$ cat src/rtl/sub_serial_if.sv
// Start/result bus for the bit-serial subtractor: en/a/b in, out/borrow_out/done back.
// The ovf signal exists only when SUB_SERIAL_OVF_EN is defined.
interface sub_serial_if #(
  parameter int WIDTH = 8
);
  logic             en;
  logic [WIDTH-1:0] a;
  logic [WIDTH-1:0] b;
  logic [WIDTH-1:0] out;
  logic             borrow_out;
  logic             done;
`ifdef SUB_SERIAL_OVF_EN
  logic             ovf;

  modport master (
    output en, a, b,
    input  out, borrow_out, done, ovf
  );

  modport slave (
    input  en, a, b,
    output out, borrow_out, done, ovf
  );
`else
  modport master (
    output en, a, b,
    input  out, borrow_out, done
  );

  modport slave (
    input  en, a, b,
    output out, borrow_out, done
  );
`endif
endinterface

$ cat src/rtl/sub_serial.sv
// Bit-serial subtractor (out = a - b, LSB first, one bit per clock), result held until re-armed.
// Optional signed overflow output enabled by defining SUB_SERIAL_OVF_EN.
module sub_serial #(
  parameter int WIDTH = 8
) (
  input  logic        clk,
  input  logic        rst,
  sub_serial_if.slave bus
);
  localparam int CW = $clog2(WIDTH);

  typedef enum logic [1:0] {
    IDLE = 2'd0,
    SUB  = 2'd1,
    DONE = 2'd2
  } state_t;

  state_t           state_q;
  logic [WIDTH-1:0] a_q;
  logic [WIDTH-1:0] b_q;
  logic [WIDTH-1:0] out_q;
  logic             borrow_q;
  logic             borrowOut_q;
  logic [CW-1:0]    count_q;
  logic             diff_d;
  logic             borrow_d;
`ifdef SUB_SERIAL_OVF_EN
  logic             ovf_q;
`endif

  // Full-subtractor cell on the current LSBs
  assign diff_d   = a_q[0] ^ b_q[0] ^ borrow_q;
  assign borrow_d = (~a_q[0] & b_q[0]) | (~a_q[0] & borrow_q) | (b_q[0] & borrow_q);

  assign bus.out        = out_q;
  assign bus.borrow_out = borrowOut_q;
  assign bus.done       = (state_q == DONE);
`ifdef SUB_SERIAL_OVF_EN
  assign bus.ovf        = ovf_q;
`endif

  always_ff @(posedge clk or negedge rst) begin
    if (!rst) begin
      state_q     <= IDLE;
      a_q         <= '0;
      b_q         <= '0;
      out_q       <= '0;
      borrow_q    <= 1'b0;
      borrowOut_q <= 1'b0;
      count_q     <= '0;
`ifdef SUB_SERIAL_OVF_EN
      ovf_q       <= 1'b0;
`endif
    end else begin
      case (state_q)
        IDLE: begin
          if (bus.en) begin
            a_q      <= bus.a;
            b_q      <= bus.b;
            out_q    <= '0;
            borrow_q <= 1'b0;
            count_q  <= '0;
            state_q  <= SUB;
          end
        end
        SUB: begin
          out_q    <= {diff_d, out_q[WIDTH-1:1]};
          a_q      <= a_q >> 1;
          b_q      <= b_q >> 1;
          borrow_q <= borrow_d;
          count_q  <= count_q + 1'b1;
          if (count_q == CW'(WIDTH - 1)) begin
            state_q     <= DONE;
            borrowOut_q <= borrow_d;
`ifdef SUB_SERIAL_OVF_EN
            // On the MSB cycle borrow_q is the borrow into the sign bit
            ovf_q       <= borrow_q ^ borrow_d;
`endif
          end
        end
        DONE: begin
          if (bus.en) begin
            state_q <= IDLE;
          end
        end
        default: begin
          state_q <= IDLE;
        end
      endcase
    end
  end
endmodule

$ cat src/flat_wrapper.sv
// flat-port wrapper written by rule: the top's interface ports become plain ports
module sub_serial_flat 
#(
  parameter int WIDTH = 8
)
  (clk, rst, bus_en, bus_a, bus_b, bus_out, bus_borrow_out, bus_done);
  sub_serial_if #(.WIDTH(WIDTH)) bus_i ();
  input  logic clk;
  input  logic rst;
  input wire logic [$bits(bus_i.en)-1:0] bus_en;
  input wire logic [$bits(bus_i.a)-1:0] bus_a;
  input wire logic [$bits(bus_i.b)-1:0] bus_b;
  output wire logic [$bits(bus_i.out)-1:0] bus_out;
  output wire logic [$bits(bus_i.borrow_out)-1:0] bus_borrow_out;
  output wire logic [$bits(bus_i.done)-1:0] bus_done;
  assign bus_i.en = bus_en;
  assign bus_i.a = bus_a;
  assign bus_i.b = bus_b;
  assign bus_out = bus_i.out;
  assign bus_borrow_out = bus_i.borrow_out;
  assign bus_done = bus_i.done;
  sub_serial #(.WIDTH(WIDTH)) u_core (.clk(clk), .rst(rst), .bus(bus_i));
endmodule
$ cat config.mk
export PLATFORM = sky130hd
export DESIGN_NAME = sub_serial_flat
export DESIGN_NICKNAME = d
export VERILOG_FILES = /design/src/rtl/sub_serial_if.sv /design/src/rtl/sub_serial.sv /design/src/flat_wrapper.sv
export SDC_FILE = /design/constraint.sdc
export NUM_CORES = 1
export LEC_CHECK = 0
export CAP_MARGIN = 40
export CELL_PAD_IN_SITES_DETAIL_PLACEMENT = 1
export CELL_PAD_IN_SITES_GLOBAL_PLACEMENT = 2
export CORE_ASPECT_RATIO = 0.9
export CORE_MARGIN = 2
export CORE_UTILIZATION = 35
export DETAILED_ROUTE_END_ITERATION = 7
export PLACE_DENSITY_LB_ADDON = 0.1
export SLEW_MARGIN = 30
export SYNTH_ARGS = -nofsm -noshare
export SYNTH_HDL_FRONTEND = slang
export SYNTH_SLANG_ARGS = --single-unit
$ cat constraint.sdc
create_clock -name clk -period 3.6 [get_ports clk]
set_clock_uncertainty 0.05 [all_clocks]
set_input_delay 0.54 -clock clk [delete_from_list [all_inputs] [get_ports clk]]
set_output_delay 0.54 -clock clk [all_outputs]
set_load 0.01 [all_outputs]
==> run_results.csv <==
group,metric,value,unit
timing,clock.fmax,397.1,MHz
timing,final-setup-viol-count,0,
worst_setup_path,worstSetupEndpointType,"output pin",
worst_setup_path,crit_end,"bus_done",
global_routing,antenna_found_initial,0,
yosys,synth_area_leaders,"dfrtp_1 (54%), a22o_1 (7.4%), o22ai_1 (7.0%)",
floorplan,io-pin-count,29,
route,drc_errors,0,
timing,hold_viol,0,
clocking,htreeDepth,2,
yosys,synth_edf_count,0,
pwr,p_comb_share,41.3,%
placement,numPortBuffers,28,
yosys,synth-main-ff-cell,"dfrtp_1",
yosys,ys_warn_count,0,
timing,fin_crit_sh,69.96,%
clocking,cts_buffers,5,
yosys,yosysMostFrequentCell,"dfrtp_1",
route,wl_per_cell,16.74,microns
route,antenna_left,0,
yosys,netlist_area,0.001429,sq mm
worst_setup_path,required,3010,ps
global_routing,grt_pass1_vias,1107,
floorplan,start_util,35.80,%
clocking,cts_setup_buffers,0,
clocking,clock_sinks,31,
global_routing,gr-total-overflow,0,
placement,dp_hpwl,2.213,mm
yosys,seq_area_frac_synth,54.29,%
final_layout,area_growth,24.96,%
pwr,p_int,0.9842,mW
floorplan,die_w,71.35,microns
pwr,power_density,868.2,mW/mm^2
placement,placedInstanceArea,0.001698,sq mm
timing,relSlewSlack,56.49,%
clocking,cts_root_buf,"clkbuf_8",
worst_setup_path,startpoint,"u_core.state_q[1]$_DFFE_PN0P_",
route,wirelength,3.248,mm
yosys,synth.net_count,140,
pwr,p_leak,0.7359,nW
worst_setup_path,critPathKind,"flip-flop to output pin",
global_routing,grt_pass1_wl,5.589,mm
floorplan,die_h,64.62,microns
yosys,synth.avg_cell_area,12.11,sq um
worst_setup_path,cp-start-kind,"flip-flop",
worst_setup_path,cp_max_fo,15,
job,cap_violations,0,
pwr,switching_share,36.51,%
final_layout,antennaDiodeCount,0,
timing,fin_setup_tns,0,ps
floorplan,rows,22,
worst_setup_path,r2r_start,"u_core.state_q[0]$_DFFE_PN0P_",
final_layout,nFillCells,426,
global_routing,grt_max_degree,32,
timing,rsz0062_at_grt,"no",
pwr,vdd_drop_max,0.3740,mV
clocking,worstSkewPairLatency,280,ps
pwr,seq_power_share,41.0,%
timing,slew_violations,0,
worst_setup_path,reg2reg_depth,3,
yosys,ys_ff_latch,31,
yosys,netlist_instances,118,
global_routing,grt_util_all_layers,16.14,%
pwr,switchingPower,0.5660,mW
route,firstDrtPassIters,2,
yosys,ys_async_sr_fraction,100.0,%
worst_setup_path,arrival,1930,ps
clocking,clk_pin_slew,70,ps
floorplan,dieArea,0.004610,sq mm
clocking,cts.path.max_buffers,2,
clocking,post_cts_resized,0,
worst_setup_path,r2r_end,"u_core.b_q[6]$_DFFE_PN0P_",
yosys,ys_top_cells_by_count,"dfrtp_1 (31), o22ai_1 (16), a22o_1 (12)",
floorplan,coreArea,0.003991,sq mm
pwr,clock_power_share,17.7,%
placement,place.gp.congestion,0.7530,
run_status,status,"finished, final reports clean",
final_layout,drive_gt1_share,21.23,%
yosys,synthDistinctLibCells,24,
final_layout,finish.instance_area,0.001785,sq mm
min_path,min_path_type,"flip-flop to flip-flop",
worst_setup_path,reg2reg_slack,2100,ps
timing,fin_crit,2519,ps
yosys,yosys.area.top_type_share,54.29,%
route,drt_first_iter_violations,52,
clocking,cts_hold_buf,0,
route,vias,1028,
yosys,synth_largest_area_cell,"dfrtp_1",
final_layout,layout.nets,168,
timing,worst_pin_slew,651.9,ps
clocking,cts_tree,"yes",
route,viasPerCell,5.299,
[layout by cell type (no fill, tap or decap)]
master           instances
nor4b_1                  1
fa_1                     1
nor2_1                   5
nor2_2                   9
o22ai_1                 16
inv_2                    1
inv_1                    3
a21oi_2                  9
o31ai_1                  1
clkbuf_8                 6
buf_4                    1
o21bai_4                 1
nor3_1                   1
o21ba_4                  1
a22o_1                  12
ha_1                     2
clkinv_2                 1
nand3b_1                 1
nor2_4                   1
nand2b_1                 4
o22ai_2                  1
clkdlybuf4s50_1         28
dfrtp_1                 31
o21ai_0                  2
nand2_1                  2
a21oi_1                  5
[worst min path at each step]
stage,to,slack [ps],cells past startpoint,start
floorplan,u_core.a_q[0]$_DFFE_PN0P_,190,0,rst
global placement,u_core.bus.borrow_out$_DFFE_PN0P_,420,2,u_core.bus.borrow_out$_DFFE_PN0P_
detailed placement,u_core.bus.borrow_out$_DFFE_PN0P_,430,2,u_core.bus.borrow_out$_DFFE_PN0P_
CTS,u_core.bus.borrow_out$_DFFE_PN0P_,450,2,u_core.bus.borrow_out$_DFFE_PN0P_
global route,u_core.bus.borrow_out$_DFFE_PN0P_,470,2,u_core.bus.borrow_out$_DFFE_PN0P_
finish,u_core.bus.borrow_out$_DFFE_PN0P_,440,2,u_core.bus.borrow_out$_DFFE_PN0P_
[per-layer routing]
metal	vias to the layer above	part of all wire [%]	track usage, %
met5	-	0	0
met4	0	1.4	5.189
met3	6	5.0	5.599
met2	23	45	23.84
met1	513	48	22.13
li1	486	-	-
[cell type report]
class | count | area (sq um) | share of cell area, %
clock buffers | 6 | 82.58 | 4.625
flip-flops and latches | 31 | 775.7 | 43.45
clock inverters | 1 | 5.005 | 0.2803
multi-input cells | 75 | 559.3 | 31.32
inverters | 4 | 15.01 | 0.8409
repair buffers | 29 | 287.8 | 16.12
well taps | 48 | 60.06 | 3.364
[registers in the layout, summed over array words and instances (netlist names)]
register / count
u_core.count_q: 3
u_core.bus.borrow_out: 1
u_core.b_q: 8
u_core.a_q: 8
u_core.borrow_q: 1
u_core.bus.out: 8
u_core.state_q: 2
[power by group through the flow]
stage	combinational, mW	sequential [mW]	clock, mW
6_report	0.641	0.635	0.275
5_1_grt	0.715	0.658	0.308
4_1_cts	0.652	0.637	0.284
3_5_place_dp	0.650	0.641	0
3_3_place_gp	0.627	0.634	0
2_1_floorplan	0.481	0.616	0
[cell families (layout without fill, tap and decap cells)]
kind of cell             count (synthesis)  count (layout)  synth area share, %
buffers and inverters                   12              40                6.567
AND/OR/NAND/NOR                         24              24                9.807
flip-flops                              31              31                54.29
adder cells (fa/ha/maj)                  3               3                3.152
AO/OA/AOI/OAI                           48              48                26.18
[per-stage QoR]
stage	hold slack (ps)	setup WS [ps]	instances	util, %	power, mW
6_report	437.4	1081	194	44.73	1.550
5_1_grt	465.4	952.3	194	44.73	1.681
4_1_cts	449.3	1079	194	44.73	1.573
3_5_place_dp	434.8	1382	187	42.54	1.291
3_3_place_gp	420.1	1448	187	42.54	1.262
2_1_floorplan	194.4	2126	118	-	1.096
[critical path, stage by stage (launching register included)]
cell and delay, ps:
dfrtp_1 510, inv_1 370, nor2_1 210, clkdlybuf4s50_1 560
(Power assumes the default switching activity.)
